$ cat src/rtl/cpu_pkg.sv
// Shared datapath types for the result buffer: word widths, read-state encoding,
// the stored entry layout and the per-result flag helper.
package cpu_pkg;

    localparam int WORD_W  = 32;
    localparam int DWORD_W = 64;

    typedef enum logic [0:0] {
        S_LO = 1'b0,
        S_HI = 1'b1
    } zrb_state_t;

    typedef struct packed {
        logic [DWORD_W-1:0] data;
        logic               wide;
        logic               z;
        logic               n;
    } zrb_entry_t;

    // {z, n}: zero and sign over 64 bits for wide results, low 32 bits otherwise
    function automatic logic [1:0] zrb_flags(input logic [DWORD_W-1:0] data, input logic wide);
        logic z;
        logic n;
        z = wide ? (data == '0) : (data[WORD_W-1:0] == '0);
        n = wide ? data[DWORD_W-1] : data[WORD_W-1];
        return {z, n};
    endfunction

endpackage

$ cat src/rtl/zrb_fifo_mem.sv
// Result-buffer storage: DEPTH x W register file, one synchronous write port,
// asynchronous read at the read pointer. Contents are not reset.
module zrb_fifo_mem #(
    parameter int DEPTH = 2,
    parameter int AW    = 1,
    parameter int W     = 65
) (
    input  logic          clk,
    input  logic          we,
    input  logic [AW-1:0] wr_ptr,
    input  logic [W-1:0]  wr_word,
    input  logic [AW-1:0] rd_ptr,
    output logic [W-1:0]  rd_word
);

    logic [W-1:0] mem [DEPTH];

    always_ff @(posedge clk) begin
        if (we) mem[wr_ptr] <= wr_word;
    end

    assign rd_word = mem[rd_ptr];

endmodule

$ cat src/rtl/z_result_buffer.sv
// Result FIFO between ALU completion and bus write-back; emits lo then hi word
// for wide results. Define ZRB_FLAGS_EN to store and drive per-entry z/n flags.
module z_result_buffer
    import cpu_pkg::*;
#(
    parameter int DEPTH = 2,
    parameter int AW    = 1
) (
    input  logic               clk,
    input  logic               clr,
    input  logic               flush,
    input  logic               in_valid,
    output logic               in_ready,
    input  logic [DWORD_W-1:0] in_data,
    input  logic               in_wide,
    output logic               out_valid,
    output logic [WORD_W-1:0]  out_data,
    output logic               out_hi,
    output logic               out_last,
    input  logic               out_take,
    output logic               flag_z,
    output logic               flag_n
);

    localparam logic [AW:0] FULL_CNT = (AW+1)'(DEPTH);

`ifdef ZRB_FLAGS_EN
    localparam int MW = $bits(zrb_entry_t);
`else
    localparam int MW = DWORD_W + 1;
`endif

    logic [AW:0]        count;
    logic [AW-1:0]      wr_ptr;
    logic [AW-1:0]      rd_ptr;
    zrb_state_t         state;
    logic [MW-1:0]      wr_word;
    logic [MW-1:0]      rd_word;
    logic [DWORD_W-1:0] head_data;
    logic               head_wide;
    logic               push;
    logic               take;
    logic               pop;

`ifdef ZRB_FLAGS_EN
    zrb_entry_t wr_entry;
    zrb_entry_t head;
    logic [1:0] in_flags;

    assign in_flags = zrb_flags(in_data, in_wide);
    always_comb begin
        wr_entry      = '0;
        wr_entry.data = in_data;
        wr_entry.wide = in_wide;
        wr_entry.z    = in_flags[1];
        wr_entry.n    = in_flags[0];
    end
    assign wr_word   = wr_entry;
    assign head      = rd_word;
    assign head_data = head.data;
    assign head_wide = head.wide;
    assign flag_z    = out_valid & head.z;
    assign flag_n    = out_valid & head.n;
`else
    assign wr_word   = {in_data, in_wide};
    assign head_data = rd_word[MW-1:1];
    assign head_wide = rd_word[0];
    assign flag_z    = 1'b0;
    assign flag_n    = 1'b0;
`endif

    zrb_fifo_mem #(.DEPTH(DEPTH), .AW(AW), .W(MW)) u_mem (
        .clk     (clk),
        .we      (push),
        .wr_ptr  (wr_ptr),
        .wr_word (wr_word),
        .rd_ptr  (rd_ptr),
        .rd_word (rd_word)
    );

    // Readiness comes from registered count only, so a pop never opens a slot same-cycle
    assign in_ready  = (count != FULL_CNT);
    assign out_valid = (count != '0);
    assign push      = in_valid && in_ready && !flush;
    assign take      = out_take && out_valid;
    assign pop       = take && (state == S_HI || !head_wide);

    assign out_data = !out_valid     ? '0 :
                      (state == S_HI) ? head_data[DWORD_W-1:WORD_W] : head_data[WORD_W-1:0];
    assign out_hi   = out_valid && (state == S_HI);
    assign out_last = out_valid && (state == S_HI || !head_wide);

    always_ff @(posedge clk or posedge clr) begin
        if (clr) begin
            count  <= '0;
            wr_ptr <= '0;
            rd_ptr <= '0;
            state  <= S_LO;
        end else if (flush) begin
            count  <= '0;
            wr_ptr <= '0;
            rd_ptr <= '0;
            state  <= S_LO;
        end else begin
            if (push) wr_ptr <= wr_ptr + 1'b1;
            if (pop)  rd_ptr <= rd_ptr + 1'b1;
            case ({push, pop})
                2'b10:   count <= count + 1'b1;
                2'b01:   count <= count - 1'b1;
                default: count <= count;
            endcase
            if (take) state <= (state == S_LO && head_wide) ? S_HI : S_LO;
        end
    end

endmodule

$ cat config.mk
export PLATFORM = sky130hd
export DESIGN_NAME = z_result_buffer
export DESIGN_NICKNAME = d
export VERILOG_FILES = /design/src/rtl/cpu_pkg.sv /design/src/rtl/zrb_fifo_mem.sv /design/src/rtl/z_result_buffer.sv
export SDC_FILE = /design/constraint.sdc
export NUM_CORES = 1
export LEC_CHECK = 0
export ABC_AREA = 1
export CORE_MARGIN = 3
export CORE_UTILIZATION = 51
export DETAILED_ROUTE_END_ITERATION = 10
export GPL_TIMING_DRIVEN = 0
export PLACE_DENSITY = 0.79
export SETUP_SLACK_MARGIN = 0.05
export SYNTH_ARGS = -nofsm -noshare
export SYNTH_HDL_FRONTEND = slang
export SYNTH_SLANG_ARGS = --single-unit
$ cat constraint.sdc
create_clock -name clk -period 4.5 [get_ports clk]
set_input_delay 0.45 -clock clk [delete_from_list [all_inputs] [get_ports clk]]
set_output_delay 0.45 -clock clk [all_outputs]
set_load 0.01 [all_outputs]
==> metrics, run 1 <==
post-DP HPWL 7.98 mm; post-route minimum period 2870 ps; fill count 660; Max-Cap Viols 0; clock skew 3.61 ps; Clk Latency, worst-skew pair 510 ps; starting DRC count in detailed routing 272; CTS Buf Count 17; cells after synthesis 430; DRC Markers 0; worst-path fanout max 10; Placed Cells 673; Max IR drop VDD 0.412 mV; Leak 2.58 nW; CTS Root Cell clkbuf_8; CP Capture Type primary output; Total GRT Usage 0.219; # Post-CTS Setup Buffers 0; average size of a mapped cell 12.6 sq um; worst hold path class input port to asynchronous set/reset pin; max-slew violations 0; Max Buffers Root-to-Sink 2; largest net degree at the start of global routing 35; first-pass GRT wire length 19.1 mm; Setup CP Type flop to primary output; Final WS setup 1630 ps; die area 0.0119 sq mm; CTS clk-pin slew, worst paths 60 ps; register area share after synthesis 0.745; slew margin rel. 0.615; Remaining Overflow, GRT 0; end point of the critical path out_data[20]; remaining antenna violation count after routing 0; Hold Fails Final Rpt 0; CP Launch Type flop; vias in the first global route 3789; Die Span Y 109 um; # setup viols final 0; gp weighted congestion 0.747; Post-CTS Hold Fix Bufs 0; maximum clock rate 349 MHz; PwrDens 538 mW/mm^2; Worst R2R End u_mem.mem[1][18]$_DFFE_PP_; P&R area growth vs syn 35.0%; Post-CTS Resized 0; H-tree levels 4; clock sinks 135; RSZ-0062 raised after global routing no; measured slew at the worst slew-check pin 577 ps; outcome finished clean; CP Data Arrival Time 2420 ps; Core Region 0.0100 sq mm; final WL 12.1 mm; vias per cell 5.24; Yosys cell types 23; Rows 36; most frequent cells in the layout edfxtp_1, nor2_1, clkdlybuf4s50_1; fin cells 705; CP Launch Point rd_ptr$_DFFE_PP0P_; Die X 109 um; wire per inst 17.1 um; IO Pins 108; Place WS 2140 ps; # port buffers 105; proportion of layout cells with a drive suffix above 1 0.119; drt pass-1 iters 4; R2R Setup Slk 2750 ps; Final period util 0.637; detailed-route via count 3697; Worst R2R Path Depth 6; Req. time, crit path 4050 ps; Post-Syn Area 0.00541 sq mm; initial antenna violation count 0; post-layout net count 629; CTS tree done; register area 0.00403 sq mm; leading cell type in the layout, fill and taps excluded edfxtp_1; Critical R2R Launch count[0]$_DFFE_PP0P_; #FFs+latches synth 135; ant diodes 0; Yosys warnings 0; footprint of the multi-input gates 0.00118 sq mm; Initial Utilization 0.539
## how the worst min path moves through the flow
| stage | slack [ps] | cells after the start | endpoint |
|---|---|---|---|
| after CTS | 130 | 2 | rd_ptr$_DFFE_PP0P_ |
| after global placement | 500 | 1 | wr_ptr$_DFFE_PP0P_ |
| final | 150 | 2 | count[0]$_DFFE_PP0P_ |
| after global routing | 150 | 2 | wr_ptr$_DFFE_PP0P_ |
| after floorplan | 230 | 1 | count[0]$_DFFE_PP0P_ |
| after detailed placement | 610 | 1 | wr_ptr$_DFFE_PP0P_ |
## per-layer routing
layer | up-vias | share of wire | track usage | routed length [um]
li1 | 1781 | - | - | -
met1 | 1760 | 0.41 | 0.266 | 4910
met2 | 140 | 0.52 | 0.378 | 6260
met3 | 16 | 0.059 | 0.0509 | 709
met4 | 0 | 0.016 | 0.0866 | 192
met5 | - | 0 | 0 | 0
## area by class of cell
type / instances / area share
Inverter: 12 / 0.00617
Clock inverter: 14 / 0.0216
Buffer: 26 / 0.0243
Multi-Input combinational cell: 258 / 0.161
Clock buffer: 18 / 0.0572
Timing Repair Buffer: 109 / 0.155
Sequential cell: 135 / 0.552
Tap cell: 133 / 0.0228
## where the power goes
group	internal [W]	leakage, nW	switching, W	total [W]
Clock	0.000836	0.274	0.000489	0.00132
Combinational	0.000472	1.05	0.000590	0.00106
Sequential	0.00150	1.26	0.0000388	0.00154
Total	0.00281	2.58	0.00112	0.00393
## stage by stage
stage | hold WS (ps) | util | setup TNS (ps) | total power, W | cell area [sq um]
3_5_place_dp | 610 | 0.670 | 0 | 0.00263 | 6730
2_1_floorplan | 229 | - | 0 | 0.00212 | 5410
3_3_place_gp | 496 | 0.660 | -170000 | 0.00259 | 6630
4_1_cts | 133 | 0.727 | 0 | 0.00396 | 7300
5_1_grt | 154 | 0.727 | 0 | 0.00411 | 7300
6_report | 151 | 0.727 | 0 | 0.00393 | 7300
## sequential cells by signal, indices dropped and copies added (netlist names)
name,count
u_mem.mem,130
count,2
rd_ptr,1
state,1
wr_ptr,1
## synthesized netlist by cell type (all sizes together)
cell | count | area share
a21oi | 34 | 0.031
a31oi | 1 | 0.0012
buf | 18 | 0.027
clkbuf | 8 | 0.0060
conb | 1 | 0.00069
dfrtp | 5 | 0.023
edfxtp | 130 | 0.72
inv | 12 | 0.0083
nand2 | 13 | 0.012
nand3 | 6 | 0.0097
nand4 | 2 | 0.0023
nor2 | 133 | 0.095
o21ai | 67 | 0.062
## kinds of logic (layout without fill, tap and decap cells)
logic type / after synthesis / count (layout) / share of synthesized area
buffers and inverters: 38 / 179 / 0.0412
and+or+nand+nor: 154 / 154 / 0.119
AOI/OAI and AO/OA: 102 / 102 / 0.0946
other: 1 / 2 / 0.000693
DFF: 135 / 135 / 0.745
## critical path: stages, from the launching register on
cell,delay (ps)
dfrtp_1,420
inv_2,100
clkbuf_1,440
o21ai_1,170
a21oi_1,190
clkdlybuf4s50_1,580
Power figures use the tool's default switching activity.
==> run 2: changes to the inputs <==
--- a/config.mk
+++ b/config.mk
@@ -7,10 +7,10 @@
 export LEC_CHECK = 0
 export ABC_AREA = 1
 export CORE_MARGIN = 3
-export CORE_UTILIZATION = 51
+export CORE_UTILIZATION = 46
 export DETAILED_ROUTE_END_ITERATION = 10
 export GPL_TIMING_DRIVEN = 0
-export PLACE_DENSITY = 0.79
+export PLACE_DENSITY = 0.75
 export SETUP_SLACK_MARGIN = 0.05
 export SYNTH_ARGS = -nofsm -noshare
 export SYNTH_HDL_FRONTEND = slang
==> constraint.sdc (replaced) <==
create_clock -name clk -period 2.5 [get_ports clk]
set_input_delay 0.25 -clock clk [delete_from_list [all_inputs] [get_ports clk]]
set_output_delay 0.25 -clock clk [all_outputs]
set_load 0.01 [all_outputs]
==> run 2 against run 1 <==
Effect of this change:
- critical path depth up 2
- die area increased by 10%
- via count up 0.46%
- utilization fell by 6.4 points
- power is 79% higher
- non-clock buffer count is the same
- sequential power rose by 80%
- critical endpoint is now out_data[31]
==> metrics, run 2 (synthesis results as in run 1) <==
Remaining Overflow, GRT 0 (unchanged); vias in the first global route 3775 (-0.37%); Top reg by flops u_mem.mem; Clk Latency, worst-skew pair 410 ps (-100 ps); worst hold path class input port to asynchronous set/reset pin; Die X 114 um (+5.0%); CTS Root Cell clkbuf_16; maximum clock rate 437 MHz; RSZ-0062 raised after global routing no; post-layout net count 629 (unchanged); most frequent cells in the layout edfxtp_1, nor2_1, clkdlybuf4s50_1; Leak 3.07 nW (+19%); Min Hold Slack 48.6 ps (-103 ps); first-pass GRT wire length 19.4 mm (+1.8%); die area 0.0131 sq mm (+10%); fin cells 712 (+0.99%); met1 Track Usage GR 0.260 (-0.00582); CP Data Arrival Time 2040 ps (-380 ps); ant diodes 0 (unchanged); Placed Cells 680 (+1.0%); post-DP HPWL 8.23 mm (+3.1%); worst stage delay on the critical path 580 ps (about the same); grt met2 use 0.324 (-0.0536); largest net degree at the start of global routing 33 (-5.7%); Final period util 0.916; vias per cell 5.22 (-0.53%); Max-Cap Viols 0 (unchanged); final core utilization 0.663 (-0.0644); slowest CP cell clkdlybuf4s50_1; initial antenna violation count 0 (unchanged); fill count 831 (+26%); Core Region 0.0112 sq mm (+11%); clock sinks 135 (unchanged); outcome finished clean; Post-CTS Hold Fix Bufs 0 (unchanged); worst-path fanout max 10 (unchanged); Rows 38 (+5.6%); Hold Fails Final Rpt 0 (unchanged); leading cell type in the layout, fill and taps excluded edfxtp_1; proportion of layout cells with a drive suffix above 1 0.129 (+0.0105); Total GRT Usage 0.197 (-0.0217); CP Capture Type primary output; drt pass-1 iters 5 (+1); Die Span Y 114 um (+5.0%); P&R area growth vs syn 36.8%; Worst R2R Path Depth 5 (-1); Max Buffers Root-to-Sink 2 (unchanged); post-route minimum period 2290 ps; PwrDens 950 mW/mm^2 (+77%); starting DRC count in detailed routing 217 (-20%); remaining antenna violation count after routing 0 (unchanged); crit-path cells buf_6 > buf_6 > nor2_1 > nor2_1 > o21ai_1 > a21oi_1 > clkdlybuf4s50_1; wire per inst 17.5 um (+2.0%); # setup viols final 0 (unchanged); max reg flops 130 (unchanged); gp weighted congestion 0.798 (+6.8%); H-tree levels 4 (unchanged); final WL 12.4 mm (+3.1%); Largest regs u_mem.mem: 130 flops, count: 2 flops; busiest grt layer met2; Req. time, crit path 2250 ps (-1800 ps); IO Pins 108 (unchanged); detailed-route via count 3714 (+0.46%); Max IR drop VDD 0.498 mV (+21%); clock skew 12.8 ps (+9.22 ps); Setup CP Type flop to primary output; DRC Markers 0 (unchanged); # port buffers 105 (unchanged); max-slew violations 0 (unchanged); Initial Utilization 0.484 (-0.0544); CTS Buf Count 17 (unchanged); CP Launch Type flop; met3 usage 0.0418 (-0.00916); CTS tree done; CTS clk-pin slew, worst paths 60 ps (about the same); Total Power 0.00703 W (+79%)
==> run 2: cell types whose count changed in the layout (fill, tap and decap cells not counted), sizes merged <==
cell / previous run / this run
clkbuf: 26 / 27
clkinv: 6 / 8
dlymetal6s2s: 0 / 29
inv: 13 / 14
clkdlybuf4s50: 105 / 74
dlygate4sd2: 0 / 2
buf: 22 / 20
bufinv: 3 / 2
clkinvlp: 4 / 3
==> run 2: what timing repair did <==
item | CTS | global route
gates resized for setup | 10 | 33
setup endpoints to repair | 30 | 29
setup buffers | 0 | 0
pin swaps | 0 | 0
==> run 2: power breakdown <==
group | total (W) | internal [W] | switching (W)
logic | 0.00187 | 0.000809 | 0.00106
clock network | 0.00239 | 0.00147 | 0.000922
registers | 0.00277 | 0.00270 | 0.0000676
total | 0.00703 | 0.00498 | 0.00205
==> run 2: layer usage <==
layer	routed length (um)	up-vias
met1	5090	1790
met3	799	8
met5	0	-
met2	6430	139
li1	-	1777
met4	120	0
==> run 2: final timing paths <==
check                                          start                    endpoint  slack [ps]
worst max-delay path              rd_ptr$_DFFE_PP0P_                out_data[31]         210
worst min-delay path                             clr          rd_ptr$_DFFE_PP0P_          50
worst max register to register  count[0]$_DFFE_PP0P_  u_mem.mem[1][20]$_DFFE_PP_         880
worst min register to register    wr_ptr$_DFFE_PP0P_          wr_ptr$_DFFE_PP0P_         600
max in group asynchronous                        clr        count[0]$_DFFE_PP0P_        2270
min in group clk                         in_data[58]  u_mem.mem[0][59]$_DFFE_PP_         420
==> run 2: final cells by class <==
class | count | area (sq um) | area share
Multi-Input combinational cell | 258 | 1180 | 0.159
Sequential cell | 135 | 4030 | 0.544
Clock inverter | 15 | 153 | 0.0206
Buffer | 26 | 198 | 0.0267
Tap cell | 140 | 175 | 0.0237
Inverter | 12 | 45.0 | 0.00608
Timing Repair Buffer | 109 | 1200 | 0.162
Clock buffer | 17 | 425 | 0.0575
==> run 2: worst max-delay path: cells and delay by family (launching register included) <==
kind                   cells  cell delay, ps
AOI/OAI and AO/OA          2             200
buffers and inverters      3             910
DFF                        1             400
and+or+nand+nor            2             140
==> run 2: per-stage QoR <==
stage	cell area [sq um]	setup WS (ps)	TNS, ps
floorplan	5420	-327	-42490
global placement	6650	-1560	-201840
detailed placement	6740	346	0
CTS	7320	53.7	0
global route	7400	114	0
finish	7400	211	0
